$ cat config.mk
export PLATFORM = sky130hd
export DESIGN_NAME = sprite_animator
export DESIGN_NICKNAME = d
export VERILOG_FILES = /design/src/rtl/sprite_animator.sv
export SDC_FILE = /design/constraint.sdc
export NUM_CORES = 1
export LEC_CHECK = 0
export ABC_AREA = 1
export CAP_MARGIN = 20
export CORE_ASPECT_RATIO = 1.4
export CORE_MARGIN = 5
export CORE_UTILIZATION = 32
export DETAILED_ROUTE_END_ITERATION = 6
export SYNTH_ARGS = -nofsm -noshare
export SYNTH_HDL_FRONTEND = slang
export SYNTH_SLANG_ARGS = --single-unit
$ cat constraint.sdc
create_clock -name clk -period 10.1 [get_ports clk]
set_clock_uncertainty 0.2 [all_clocks]
set_input_delay 2.02 -clock clk [delete_from_list [all_inputs] [get_ports clk]]
set_output_delay 2.02 -clock clk [all_outputs]
set_load 0.005 [all_outputs]
$ cat src/rtl/sprite_animator.sv
// Sprite renderer: 3-stage pixel pipeline into a 1-cycle ROM,
// plus a frame sequencer stepping on vsync ticks.
module sprite_animator #(
  parameter int          WIDTH  = 34,
  parameter int          HEIGHT = 36,
  parameter int          FRAMES = 14,
  parameter int          FW     = 4,
  parameter int          ADDR_W = 16,
  parameter int          HOLD   = 8,
  parameter logic [15:0] KEY    = 16'hffff
) (
  input  logic              clk,
  input  logic              rst,
  input  logic [9:0]        col,
  input  logic [8:0]        row,
  input  logic [9:0]        posx,
  input  logic [8:0]        posy,
  input  logic              flip_h,
  input  logic              anim_load,
  input  logic [FW-1:0]     anim_base,
  input  logic [FW-1:0]     anim_len,
  input  logic              anim_loop,
  input  logic              frame_tick,
  output logic [ADDR_W-1:0] rom_addr,
  input  logic [15:0]       rom_data,
  output logic [15:0]       color,
  output logic              opaque,
  output logic [FW-1:0]     cur_frame,
  output logic              done
);

  localparam int CW = (HOLD > 1) ? $clog2(HOLD) : 1;
  localparam int FB = FW + 1;

  typedef enum logic [1:0] {
    STATIC,
    PLAY,
    HOLDLAST
  } state_e;

  state_e        state_q, state_d;
  logic [FB-1:0] frame_q, frame_d;
  logic [FB-1:0] base_q, base_d;
  logic [FB-1:0] last_q, last_d;
  logic [CW-1:0] cnt_q, cnt_d;
  logic          loop_q, loop_d;
  logic          done_q, done_d;
  logic [FW-1:0] len_eff;
  logic [FB-1:0] frame_cl;

  // One extra bit keeps base+len-1 from wrapping past 2^FW.
  assign len_eff  = (anim_len == '0) ? FW'(1) : anim_len;
  assign frame_cl = (frame_q >= FB'(FRAMES)) ?
                    FB'(FRAMES - 1) : frame_q;

  always_comb begin
    state_d = state_q;
    frame_d = frame_q;
    base_d  = base_q;
    last_d  = last_q;
    cnt_d   = cnt_q;
    loop_d  = loop_q;
    done_d  = 1'b0;
    if (anim_load) begin
      frame_d = {1'b0, anim_base};
      base_d  = {1'b0, anim_base};
      last_d  = {1'b0, anim_base} + {1'b0, len_eff} - FB'(1);
      cnt_d   = '0;
      loop_d  = anim_loop;
      state_d = (len_eff > FW'(1)) ? PLAY : STATIC;
    end else begin
      unique case (state_q)
        PLAY: begin
          if (frame_tick) begin
            if (cnt_q == CW'(HOLD - 1)) begin
              cnt_d = '0;
              if (frame_q >= last_q) begin
                if (loop_q) begin
                  frame_d = base_q;
                end else begin
                  done_d  = 1'b1;
                  state_d = HOLDLAST;
                end
              end else begin
                frame_d = frame_q + FB'(1);
              end
            end else begin
              cnt_d = cnt_q + CW'(1);
            end
          end
        end
        default: ;
      endcase
    end
  end

  always_ff @(posedge clk) begin
    if (rst) begin
      state_q <= STATIC;
      frame_q <= '0;
      base_q  <= '0;
      last_q  <= '0;
      cnt_q   <= '0;
      loop_q  <= 1'b0;
      done_q  <= 1'b0;
    end else begin
      state_q <= state_d;
      frame_q <= frame_d;
      base_q  <= base_d;
      last_q  <= last_d;
      cnt_q   <= cnt_d;
      loop_q  <= loop_d;
      done_q  <= done_d;
    end
  end

  logic [10:0]       xend;
  logic [9:0]        yend;
  logic              hit;
  logic [9:0]        dx, x;
  logic [8:0]        dy;
  logic [ADDR_W-1:0] addr_d;
  logic [ADDR_W-1:0] rom_addr_q, rom_addr_d;
  logic              hit1_q, hit2_q;
  logic [15:0]       color_q, color_d;
  logic              opaque_q, opaque_d;

  // Wide sums so a sprite hanging off the right/bottom edge never wraps.
  assign xend = {1'b0, posx} + 11'(WIDTH);
  assign yend = {1'b0, posy} + 10'(HEIGHT);
  assign hit  = (col >= posx) && ({1'b0, col} < xend) &&
                (row >= posy) && ({1'b0, row} < yend);
  assign dx   = col - posx;
  assign dy   = row - posy;
  assign x    = flip_h ? (10'(WIDTH - 1) - dx) : dx;

  assign addr_d = ADDR_W'(frame_cl) * ADDR_W'(WIDTH * HEIGHT) +
                  ADDR_W'(dy) * ADDR_W'(WIDTH) + ADDR_W'(x);
  assign rom_addr_d = hit ? addr_d : rom_addr_q;

  always_comb begin
    color_d  = KEY;
    opaque_d = 1'b0;
    if (hit2_q && (rom_data != KEY)) begin
      color_d  = rom_data;
      opaque_d = 1'b1;
    end
  end

  always_ff @(posedge clk) begin
    if (rst) begin
      rom_addr_q <= '0;
      hit1_q     <= 1'b0;
      hit2_q     <= 1'b0;
      color_q    <= KEY;
      opaque_q   <= 1'b0;
    end else begin
      rom_addr_q <= rom_addr_d;
      hit1_q     <= hit;
      hit2_q     <= hit1_q;
      color_q    <= color_d;
      opaque_q   <= opaque_d;
    end
  end

  assign rom_addr  = rom_addr_q;
  assign color     = color_q;
  assign opaque    = opaque_q;
  assign cur_frame = frame_cl[FW-1:0];
  assign done      = done_q;

endmodule

==> impl_metrics.json, run 1 <==
{
  "outcome": "complete, no violations",
  "cts_tree": "built",
  "arrival_ns": 6.87,
  "finalNonFillerCells": 1225,
  "finalSetupTns_ns": 0,
  "antenna_found_initial": 0,
  "syn_area_um2": 6000,
  "clkLatencyLatePin_ns": 0.29,
  "synth_cells": 878,
  "rsz0062_at_grt": "false",
  "worstReg2RegEnd": "rom_addr[14]$_SDFFE_PP0P_",
  "synth-compound-area-share_pct": 10.9,
  "die_w_um": 126,
  "end_kind": "register",
  "synth.most_common_cell": "nand2_1",
  "synth-edff-count": 0,
  "ys_top_cells_by_count": "nand2_1, inv_1, ha_1, nand3_1, a21oi_1",
  "relSlewSlack_pct": 50.0,
  "vias": 5638,
  "drive_gt1_share_pct": 2.04,
  "drc": 0,
  "diodes": 0,
  "layout_min_cycle_time_ns": 6.88,
  "hold_end": "hit2_q$_SDFF_PP0_",
  "die_h_um": 172,
  "postRouteAntennaNets": 0,
  "crit_top_cell": "nand2_1",
  "maxCapViolCount": 0,
  "grt_max_degree": 34,
  "max_freq_mhz": 145,
  "synth_xor_area_share_pct": 7.01,
  "hold_start": "hit1_q$_SDFF_PP0_",
  "holdPathStages": 2,
  "nNetsFinal": 1164,
  "post_cts_resized": 0,
  "globalRouteOverflowTotal": 0,
  "layout_setup_ws_ns": 3.22,
  "clkSinkCount": 56,
  "required_ns": 10.09,
  "place.gp.congestion": 0.845,
  "cts_buffers": 5,
  "placed_area_um2": 7290,
  "coreArea_um2": 18500,
  "worst-setup-path-type": "input pin to register",
  "post_synth.cell_area_avg_um2": 6.83,
  "start_util_pct": 32.4,
  "synth_top_family_by_area": "simple AND/OR/NAND/NOR gates",
  "firstDrtPassIters": 5,
  "wl_per_cell_um": 11.8,
  "portBuffers": 105,
  "io_pins": 106,
  "hpwl_um": 12500,
  "critPathLaunchType": "input pin",
  "drt_iter0_markers": 222,
  "yosysWarnings": 0,
  "synth_top_cell_by_area": "ha_1",
  "worstMarginPinSlew_ns": 0.746,
  "critPathSlowestCell": "fa_1",
  "ys_ff_latch": 56,
  "yosysUniqueCellTypes": 44,
  "seq_area_frac_synth_pct": 18.7,
  "p_per_area_nw_per_um2": 174,
  "cts_buffer_depth": 2,
  "p_leak_nw": 3.81,
  "vias_per_cell": 4.60,
  "drt-total-wl_um": 14500,
  "synthMuxAreaShare_pct": 0,
  "grt.total_usage_pct": 13.6,
  "final_cell_area_um2": 7440,
  "worst_path_largest_cell_delay_ns": 0.47,
  "hold_path_class": "register to register",
  "ys.flop_type": "dfxtp_1",
  "pre_cts_slack_ns": 2.91,
  "syn2layout_area_growth_pct": 24.1,
  "crit_fanout": 5,
  "yosys.area_share.simple_pct": 26.0,
  "postCtsSetupBuffers": 0,
  "rr_worst_depth": 24,
  "dieArea_um2": 21600,
  "grt_pass1_wl_um": 24700,
  "synthAdderAreaFrac_pct": 25.8,
  "grt_pass1_vias": 5560,
  "synth_top_area_share_pct": 21.5,
  "r2r_slack_ns": 5.02,
  "htreeDepth": 2,
  "ys_async_sr_fraction_pct": 0,
  "finalSetupViolCount": 0,
  "clockRootBuffer": "clkbuf_16",
  "finalHoldViolCount": 0,
  "peakVddDrop_uv": 106,
  "slew_viol_final": 0,
  "ctsHoldBuffers": 0,
  "cts.clk_slew.worst_paths_ns": 0.07,
  "num_rows": 59,
  "dp.cells": 1217,
  "period_share_pct": 68.1,
  "worstReg2RegStart": "frame_q[0]$_SDFFE_PP0P_",
  "synthTopCellsByArea": "ha_1, dfxtp_1, nand2_1, inv_1, nand3_1"
}
[power breakdown]
| part | switching (mW) | internal, mW |
|---|---|---|
| Combinational | 0.515 | 0.364 |
| Sequential | 0.00678 | 0.232 |
| Clock | 0.0799 | 0.0988 |
| Total | 0.602 | 0.695 |
[critical path, delay by kind of cell]
kind / cells / cell delay, ns
adder cells (fa/ha/maj): 5 / 1.83
AO/OA/AOI/OAI: 6 / 1.13
AND/OR/NAND/NOR: 12 / 1.02
buffers and inverters: 4 / 0.68
XOR/XNOR: 1 / 0.17
[through the flow]
step | hold slack [ns] | power [mW] | utilization [%]
2_1_floorplan | 0.188 | 0.916 | -
3_3_place_gp | 0.194 | 1.12 | 39.3
3_5_place_dp | 0.196 | 1.13 | 39.3
4_1_cts | 0.208 | 1.31 | 40.2
5_1_grt | 0.225 | 1.45 | 40.2
6_report | 0.206 | 1.30 | 40.2
[kinds of logic (layout without fill, tap and decap cells)]
group           Yosys count  in the layout
other cells               1              3
buf+inv                 174            275
flops                    56             56
compound gates          118            118
simple gates            365            365
xor+xnor                 48             48
fa+ha+maj               116            116
[routing by layer]
metal	up-vias	global-route usage, %	wire, µm	share of wire [%]
met4	0	4.01	257	1.8
met1	2492	14.7	5930	41
li1	3020	-	-	-
met3	12	1.48	530	3.7
met5	-	0	0	0
met2	114	27.4	7760	54
[layout make-up]
cell class                      instances  area (µm²)
Fill cell                            1983       11100
Multi-Input combinational cell        650        4200
Sequential cell                        56        1120
Timing Repair Buffer                  107        1070
Inverter                              160         601
Tap cell                              244         305
Clock buffer                            6         139
Clock inverter                          2        15.0
[worst max-delay path by stage]
stage	end	cells after the start	start	slack, ns
4_1_cts	rom_addr[15]$_SDFFE_PP0P_	28	row[0]	3.22
6_report	rom_addr[15]$_SDFFE_PP0P_	28	row[0]	3.22
3_3_place_gp	rom_addr[15]$_SDFFE_PP0P_	28	row[0]	2.99
2_1_floorplan	rom_addr[15]$_SDFFE_PP0P_	27	row[0]	3.96
5_1_grt	rom_addr[15]$_SDFFE_PP0P_	28	row[0]	2.70
3_5_place_dp	rom_addr[15]$_SDFFE_PP0P_	28	row[0]	2.91
[cell usage in the layout, fill, tap and decap left out, types with 8 or more instances in the layout]
| master | instances |
|---|---|
| nand2_1 | 201 |
| a21oi_1 | 66 |
| o21ai_0 | 27 |
| inv_1 | 157 |
| nand3_1 | 67 |
| ha_1 | 103 |
| dfxtp_1 | 56 |
| a21o_1 | 8 |
| fa_1 | 13 |
| nand4_1 | 12 |
| xor2_1 | 26 |
| nor2_1 | 60 |
| clkdlybuf4s50_1 | 105 |
| xnor2_1 | 22 |
[registers in the layout, summed over array words and instances (netlist names)]
signal and flops:
opaque 1, loop_q 1, color 16, hit1_q 1, state_q 2, cnt_q 3
rom_addr 16, hit2_q 1, base_q 4, frame_q 5, last_q 5, done 1
(Power assumes the default switching activity.)
==> inputs of run 2 (changes only) <==
- clock period: 10.1 -> 6.6 ns (I/O delays scaled with it)
==> run 2 against run 1 <==
Sequential share of layout area is 0.093 points lower. Wire length is 0.77% higher. Register-to-register slack got worse by 3.6 ns. Critical path depth rose by 1. Worst setup slack got worse by 2.7 ns. Via count grew 0.48%. Combinational power increased by 54%. First-iteration DRC count increased by 1.8%. Largest power group unchanged.
==> impl_metrics.json, run 2 (synthesis results as in run 1) <==
{
  "outcome": "complete, no violations",
  "nNetsFinal": 1167,
  "r2r_slack_ns": 1.41,
  "finalHoldViolCount": 0,
  "worstReg2RegStart": "frame_q[0]$_SDFFE_PP0P_",
  "swShare_pct": 45.5,
  "cp-endpoint": "rom_addr[15]$_SDFFE_PP0P_",
  "placed_area_um2": 7310,
  "ctsHoldBuffers": 0,
  "rr_worst_depth": 24,
  "internal_power_mw": 1.11,
  "peakVddDrop_uv": 140,
  "globalRouteOverflowTotal": 0,
  "worst-setup-path-type": "input pin to register",
  "p_seq_share_pct": 18.0,
  "io_pins": 106,
  "firstDrtPassIters": 4,
  "worstMarginPinSlew_ns": 0.743,
  "cts.clk_slew.worst_paths_ns": 0.07,
  "num_rows": 59,
  "dp.cells": 1220,
  "postRouteAntennaNets": 0,
  "power_frac_clock_pct": 15.5,
  "postCtsSetupBuffers": 0,
  "portBuffers": 105,
  "startpoint": "row[0]",
  "grt.total_usage_pct": 13.8,
  "nFillCells": 1979,
  "clkLatencyLatePin_ns": 0.29,
  "finalNonFillerCells": 1228,
  "p_per_area_nw_per_um2": 271,
  "grt_max_degree": 34,
  "p_comb_share_pct": 66.5,
  "vias": 5665,
  "multi_input_area_um2": 4200,
  "hpwl_um": 12600,
  "drt_iter0_markers": 226,
  "post_cts_resized": 0,
  "finalSetupViolCount": 0,
  "diodes": 0,
  "dieArea_um2": 21600,
  "htreeDepth": 2,
  "slew_viol_final": 0,
  "grt_pass1_vias": 5576,
  "critPathLaunchType": "input pin",
  "worstReg2RegEnd": "rom_addr[14]$_SDFFE_PP0P_",
  "most-common-layout-cells": "nand2_1, inv_1, clkdlybuf4s50_1, ha_1, nand3_1",
  "place.gp.congestion": 0.853,
  "cts_buffers": 5,
  "final-seq-area_um2": 1120,
  "vias_per_cell": 4.61,
  "die_h_um": 172,
  "syn2layout_area_growth_pct": 24.8,
  "die_w_um": 126,
  "critPathSlowestCell": "fa_1",
  "switchingPower_uw": 924,
  "final_common_cell": "nand2_1",
  "power_mw": 2.03,
  "finalSetupTns_ns": 0,
  "layout_min_cycle_time_ns": 6.11,
  "hold_path_class": "register to register",
  "clockRootBuffer": "clkbuf_16",
  "end_kind": "register",
  "start_util_pct": 32.4,
  "crit_top_cell": "nand2_1",
  "holdPathStages": 2,
  "maxCapViolCount": 0,
  "drive_gt1_share_pct": 2.34,
  "worst_path_largest_cell_delay_ns": 0.47,
  "drt-total-wl_um": 14600,
  "grt_pass1_wl_um": 25000,
  "required_ns": 6.59,
  "clkSinkCount": 56,
  "final_cell_area_um2": 7490,
  "arrival_ns": 6.10,
  "rsz0062_at_grt": "false",
  "drc": 0,
  "coreArea_um2": 18500,
  "antenna_found_initial": 0,
  "period_share_pct": 92.5,
  "hold_slack_ns": 0.211,
  "max_freq_mhz": 164,
  "crit_fanout": 5,
  "wl_per_cell_um": 11.9,
  "p_leak_nw": 3.85,
  "relSlewSlack_pct": 50.1,
  "cts_tree": "built",
  "cts_buffer_depth": 2
}
==> run 2: cell types whose count changed in the layout (fill, tap and decap cells not counted) <==
| cell | change |
|---|---|
| clkinvlp_4 | -2 |
| clkinv_4 | +1 |
| buf_4 | +3 |
| bufinv_16 | +1 |
==> run 2: layout make-up <==
cell class                 count  area share, %
timing repair buffer         110           14.5
clock buffer                   6           1.85
clock inverter                 2          0.518
tap                          244           4.08
inverter                     160           8.02
sequential                    56           15.0
multi-input combinational    650           56.0
==> run 2: critical path, delay by kind of cell <==
kind	cells	cell delay (ns)
fa+ha+maj	5	1.73
simple gates	17	1.67
compound gates	3	0.69
buf+inv	4	0.66
==> run 2: worst min-delay path by stage <==
stage                      start                end  slack, ns
2_1_floorplan  hit1_q$_SDFF_PP0_  hit2_q$_SDFF_PP0_       0.19
3_3_place_gp   hit1_q$_SDFF_PP0_  hit2_q$_SDFF_PP0_       0.20
3_5_place_dp   hit1_q$_SDFF_PP0_  hit2_q$_SDFF_PP0_       0.20
4_1_cts        hit1_q$_SDFF_PP0_  hit2_q$_SDFF_PP0_       0.21
5_1_grt        hit1_q$_SDFF_PP0_  hit2_q$_SDFF_PP0_       0.25
6_report       hit1_q$_SDFF_PP0_  hit2_q$_SDFF_PP0_       0.21
==> run 2: power by group through the flow <==
stage | logic (mW) | registers (mW) | clock network [mW]
after floorplan | 1.03 | 0.372 | 0
final | 1.35 | 0.366 | 0.314
after CTS | 1.37 | 0.366 | 0.323
after global routing | 1.56 | 0.369 | 0.335
after global placement | 1.36 | 0.374 | 0
after detailed placement | 1.36 | 0.374 | 0
==> run 2: metal layers <==
metal	routed length (µm)	global-route usage, %
met1	5980	14.9
met2	7650	27.2
met3	567	1.61
met4	386	5.14
met5	0	0
==> run 2: stage by stage <==
| stage | utilization (%) | setup slack, ns |
|---|---|---|
| after floorplan | - | 1.16 |
| after global placement | 39.5 | 0.288 |
| after detailed placement | 39.5 | 0.203 |
| after CTS | 40.4 | 0.524 |
| after global routing | 40.4 | 0.0934 |
| final | 40.4 | 0.494 |
